### src/rtl/kronos_fetch_unit.sv
// -----------------------------------------------------------------------------
// kronos_fetch_unit
//
// Instruction-fetch stage of the Kronos RV32I core. It masters the instruction
// bus with at most one request in flight, buffers returned words in a 2-entry
// FIFO and presents the head to decode as the IF/ID stream. A redirect flushes
// the FIFO and restarts fetching at the (word-aligned) redirect target; a
// request already on the bus is allowed to finish and its data is thrown away.
//
// Ports
//   clk, rst          core clock, asynchronous active-high reset
//   instr_addr        bus address (word aligned), stable while instr_req=1
//   instr_req         bus request, held until instr_ack
//   instr_data        bus read data, valid with instr_ack
//   instr_ack         bus acknowledge (may coincide with the request cycle)
//   fetch             head of the FIFO: {pc, ir}
//   fetch_vld         FIFO not empty
//   fetch_rdy         decode takes the head this cycle
//   redirect          one-cycle flush/restart pulse
//   redirect_target   restart address, bits [1:0] ignored
// -----------------------------------------------------------------------------

package kronos_fetch_pkg;
    typedef struct packed {
        logic [31:0] pc;
        logic [31:0] ir;
    } pipeIFID_t;
endpackage

module kronos_fetch_unit
    import kronos_fetch_pkg::*;
#(
    parameter logic [31:0] BOOT_ADDR = 32'h0000_0000
) (
    input  logic        clk,
    input  logic        rst,
    output logic [31:0] instr_addr,
    output logic        instr_req,
    input  logic [31:0] instr_data,
    input  logic        instr_ack,
    output pipeIFID_t   fetch,
    output logic        fetch_vld,
    input  logic        fetch_rdy,
    input  logic        redirect,
    input  logic [31:0] redirect_target
);

    typedef enum logic [1:0] {
        IDLE,
        REQ,
        DISCARD
    } state_t;

    state_t      state;
    state_t      state_next;
    logic [31:0] pc;
    logic [31:0] pc_next;
    logic [31:0] addr_next;
    logic [31:0] target;

    pipeIFID_t   head;
    pipeIFID_t   tail;
    pipeIFID_t   entry_in;
    logic [1:0]  count;
    logic [1:0]  occ_next;
    logic        push;
    logic        pop;
    logic        room;

    assign fetch     = head;
    assign fetch_vld = (count != 2'd0);

    always_comb begin
        target     = redirect_target & 32'hFFFF_FFFC;
        push       = (state == REQ) && instr_ack && !redirect;
        pop        = fetch_vld && fetch_rdy;
        occ_next   = count + {1'b0, push} - {1'b0, pop};
        // Only issue a new request when its data is sure to fit.
        room       = (occ_next < 2'd2);
        entry_in.pc = pc;
        entry_in.ir = instr_data;
        state_next = state;
        pc_next    = pc;

        case (state)
            IDLE: begin
                if (redirect) begin
                    pc_next    = target;
                    state_next = REQ;
                end else if (room) begin
                    state_next = REQ;
                end
            end
            REQ: begin
                if (redirect) begin
                    pc_next    = target;
                    // Without an ack the old request is still on the bus.
                    state_next = instr_ack ? REQ : DISCARD;
                end else if (instr_ack) begin
                    pc_next    = pc + 32'd4;
                    state_next = room ? REQ : IDLE;
                end
            end
            DISCARD: begin
                if (redirect) begin
                    pc_next = target;
                end
                if (instr_ack) begin
                    state_next = REQ;
                end
            end
            default: state_next = IDLE;
        endcase

        // The bus cannot abort, so a discarded request keeps its old address.
        addr_next = (state_next == DISCARD) ? instr_addr : pc_next;
    end

    always_ff @(posedge clk or posedge rst) begin
        if (rst) begin
            state      <= IDLE;
            pc         <= BOOT_ADDR;
            instr_addr <= BOOT_ADDR;
            instr_req  <= 1'b0;
            head       <= '0;
            tail       <= '0;
            count      <= 2'd0;
        end else begin
            state      <= state_next;
            pc         <= pc_next;
            instr_addr <= addr_next;
            instr_req  <= (state_next != IDLE);

            // Redirect wins over any same-cycle push or pop.
            if (redirect) begin
                count <= 2'd0;
            end else begin
                case ({push, pop})
                    2'b10: begin
                        if (count == 2'd0) head <= entry_in;
                        else               tail <= entry_in;
                        count <= count + 2'd1;
                    end
                    2'b01: begin
                        head  <= tail;
                        count <= count - 2'd1;
                    end
                    2'b11: begin
                        if (count == 2'd1) begin
                            head <= entry_in;
                        end else begin
                            head <= tail;
                            tail <= entry_in;
                        end
                    end
                    default: ;
                endcase
            end
        end
    end

`ifndef SYNTHESIS
    a_no_push_when_full: assert property (@(posedge clk) disable iff (rst)
        push |-> (count != 2'd2));
`endif

endmodule

### config.mk
export PLATFORM = sky130hd
export DESIGN_NAME = kronos_fetch_unit
export DESIGN_NICKNAME = d
export VERILOG_FILES = /design/src/rtl/kronos_fetch_unit.sv
export SDC_FILE = /design/constraint.sdc
export NUM_CORES = 1
export LEC_CHECK = 0
export BUFFER_PORTS_ARGS = -buffer_cell sky130_fd_sc_hd__buf_4
export CORE_ASPECT_RATIO = 0.8
export CORE_MARGIN = 5
export CORE_UTILIZATION = 55
export DETAILED_ROUTE_END_ITERATION = 6
export PLACE_DENSITY = 0.79
export SYNTH_ARGS = -nofsm -noshare
export SYNTH_HDL_FRONTEND = slang
export SYNTH_SLANG_ARGS = --single-unit
### constraint.sdc
create_clock -name clk -period 17.75 [get_ports clk]
set_clock_uncertainty 0.1 [all_clocks]
set_input_delay 3.55 -clock clk [delete_from_list [all_inputs] [get_ports clk]]
set_output_delay 3.55 -clock clk [all_outputs]
set_load 0.05 [all_outputs]
==> impl_metrics.yaml <==
pwr:
  peakVddDrop_mv: 0.110
  combPwrFrac: 0.452
  leakage_nw: 5.05
  p_int_mw: 1.22
  power_density_mw_per_mm2: 196
  power_frac_seq: 0.364
  switchingPower_uw: 988
  p_sw_frac: 0.448
  pwr-share-clk: 0.184
yosys:
  synth_top_area_cell: "dfrtp_1"
  netlist_top_cells_area: "dfrtp_1 53%, mux2_2 10%, a22oi_1 5.2%"
  synth_top_flop_cell: "dfrtp_1"
  syn_area_per_cell_um2: 10.7
  ys_seq_area_frac: 0.528
  synthArstFlopShare: 1.00
  ys_seq_elements: 197
  synth_nets: 948
  postSynthCellCount: 871
  yosysUniqueCellTypes: 67
  synth_enable_flop_cells: 0
  netlist_area_mm2: 0.00934
  ys_warn_count: 0
  yosys.area.top_type_share: 0.528
placement:
  dp_hpwl_um: 15500
  dp_slack_ns: 10.13
  place_inst: 1196
  io_buffers: 164
  gp_congestion: 0.876
cts:
  cts_root_buf: "clkbuf_16"
  cts_tree: "built"
  ctsHoldBuffers: 0
  clkSlewWorstSetupHoldPaths_ns: 0.07
  clk_latency_ns: 0.44
  htreeDepth: 4
  clock_path_buffers: 2
  cts_buffers: 17
  postCtsSetupRepairBufs: 0
  cts_resized: 0
  cts.sinks: 197
global_route:
  antenna_found_initial: 0
  grt_pass1_vias: 7141
  grtUsageTotal: 0.238
  grt_pass1_wl_um: 37800
  gr-total-overflow: 0
  grt_max_degree: 129
route:
  drt_pass1_iterations: 5
  vias_per_cell: 6.00
  drc: 0
  routed_wl_um: 23300
  vias: 7370
  drt-initial-drc-count: 664
  wl_per_cell_um: 19.0
  ant_nets: 0
timing:
  hold_viol: 0
  fmax_ghz: 0.137
  setup_viol: 0
  max_slew.worst_pin.slew_ns: 1.12
  setup_slack_ns: 10.45
  rsz0062_at_grt: "no"
  fin_crit_ns: 7.30
  slew_viol_final: 0
  slew_headroom: 0.255
  fin_crit_sh: 0.411
  tns_ns: 0
setup_path:
  crit_required_ns: 17.98
  cp_slowest_stage_delay_ns: 0.60
  crit_path_max_fanout: 57
  path_buf_inv: 4
  critical-path-top-delay-family: "simple AND/OR/NAND/NOR gates"
  cp_slowest_cell: "inv_1"
  path_class: "in -> reg"
  arrival_ns: 7.53
  crit_chain: "buf_4, inv_1, nand2_1, nor2_1, nand2_1, inv_1, ha_1, a21oi_1, nor2_4, buf_4, a22oi_1, o21ai_0"
  start_kind: "input pin"
  critPathCaptureType: "register"
run_status:
  status: "finished, final reports clean"
flow_run:
  maxCapViolCount: 0
finish:
  stdcell_count: 1228
  layout_common_cells: "197 x dfrtp_1, 172 x buf_4, 96 x nand2_1, 86 x o21ai_0, 84 x mux2_2"
  num_antenna_cells: 0
  drive_above_1_share: 0.318
  fin_util: 0.678
  layout.nets: 1072
  layout_commonest_cell: "dfrtp_1"
  syn_to_final_growth_pct: 20.7
die:
  start_util: 0.562
  die_w_um: 156
  dieArea_mm2: 0.0197
  pin_count: 167
  die_h_um: 127
  core-area_mm2: 0.0166
  rows: 42
min_path:
  hold_class: "reg -> reg"
## cell families after synthesis
kind of cell             after synthesis  share of synthesized area
AO/OA/AOI/OAI                        263                      0.184
AND/OR/NAND/NOR                      230                      0.131
flip-flops                           197                      0.528
multiplexers                          89                      0.107
buffers and inverters                 81                     0.0371
adder cells (fa/ha/maj)                8                     0.0107
XOR/XNOR                               3                    0.00282
## power by group through the flow
stage                     sequential (mW)  clock, mW  combinational [mW]
after floorplan                      1.09          0               0.413
after global placement              0.793          0               0.981
after detailed placement            0.805          0               0.998
after CTS                           0.799      0.409                1.00
after global routing                0.830      0.427                1.06
final                               0.802      0.406               0.996
## synth_stat cells (3+ instances only)
| cell | number |
|---|---|
| o21a_1 | 7 |
| nand4_1 | 8 |
| buf_1 | 3 |
| mux2_2 | 84 |
| a221oi_1 | 4 |
| buf_2 | 28 |
| ha_1 | 8 |
| a31oi_1 | 3 |
| o31ai_1 | 10 |
| o21ai_0 | 86 |
| nand2_4 | 3 |
| a22oi_1 | 65 |
| and2_1 | 11 |
| nor4_4 | 3 |
| nand2_1 | 97 |
| inv_1 | 14 |
| a41o_1 | 3 |
| a211oi_1 | 6 |
| o22ai_1 | 16 |
| a311oi_1 | 3 |
| nor3_2 | 4 |
| mux2i_1 | 5 |
| a21oi_1 | 34 |
| nand3_1 | 15 |
| nor4_1 | 4 |
| nor2b_1 | 5 |
| and4_4 | 3 |
| nor3_1 | 11 |
| nand2b_1 | 16 |
| dfrtp_1 | 197 |
| clkbuf_1 | 34 |
| and3_1 | 3 |
| nor2_1 | 33 |
## area by class of cell
class / instances / area [µm²]
inverter: 14 / 60.1
sequential: 197 / 4930
tap: 220 / 275
multi-input combinational: 593 / 4090
clock buffer: 17 / 425
timing repair buffer: 172 / 1290
fill: 1313 / 5340
clock inverter: 15 / 194
## registers in the layout (all words and copies together) (netlist names)
| name | count |
|---|---|
| fetch | 64 |
| tail | 64 |
| instr_addr | 32 |
| pc | 32 |
| count | 2 |
| state | 2 |
| instr_req | 1 |
## through the flow
| step | power (mW) | hold slack [ns] | instance area, µm² |
|---|---|---|---|
| after floorplan | 1.50 | 0.351 | 9340 |
| after global placement | 1.77 | 0.363 | 10600 |
| after detailed placement | 1.80 | 0.372 | 10600 |
| after CTS | 2.21 | 0.388 | 11300 |
| after global routing | 2.32 | 0.412 | 11300 |
| final | 2.20 | 0.382 | 11300 |
## worst paths after layout
check / start / slack (ns) / cells after the start / end
setup / recovery: redirect / 10.45 / 12 / fetch[30]
hold / removal: fetch[6] / 0.38 / 2 / fetch[6]
setup reg to reg: state[0] / 13.91 / 11 / fetch[30]
hold reg to reg: fetch[6] / 0.38 / 2 / fetch[6]
max in group asynchronous: rst / 12.83 / 3 / tail[62]
min in group asynchronous: rst / 3.14 / 2 / fetch[23]
## worst reg2reg max path: cells and delay by family, from the launching register on
kind	cells	cell delay, ns
compound gates	3	0.51
fa+ha+maj	1	0.20
buf+inv	3	1.02
flops	1	0.33
simple gates	4	1.60
## per-layer routing
| metal | routed length, µm | up-vias | GRT usage |
|---|---|---|---|
| li1 | - | 3436 | - |
| met1 | 10600 | 3623 | 0.357 |
| met2 | 10400 | 280 | 0.352 |
| met3 | 1980 | 31 | 0.0538 |
| met4 | 348 | 0 | 0.0664 |
| met5 | 0 | - | 0 |
Note: power is estimated with default switching activity, not from simulation.
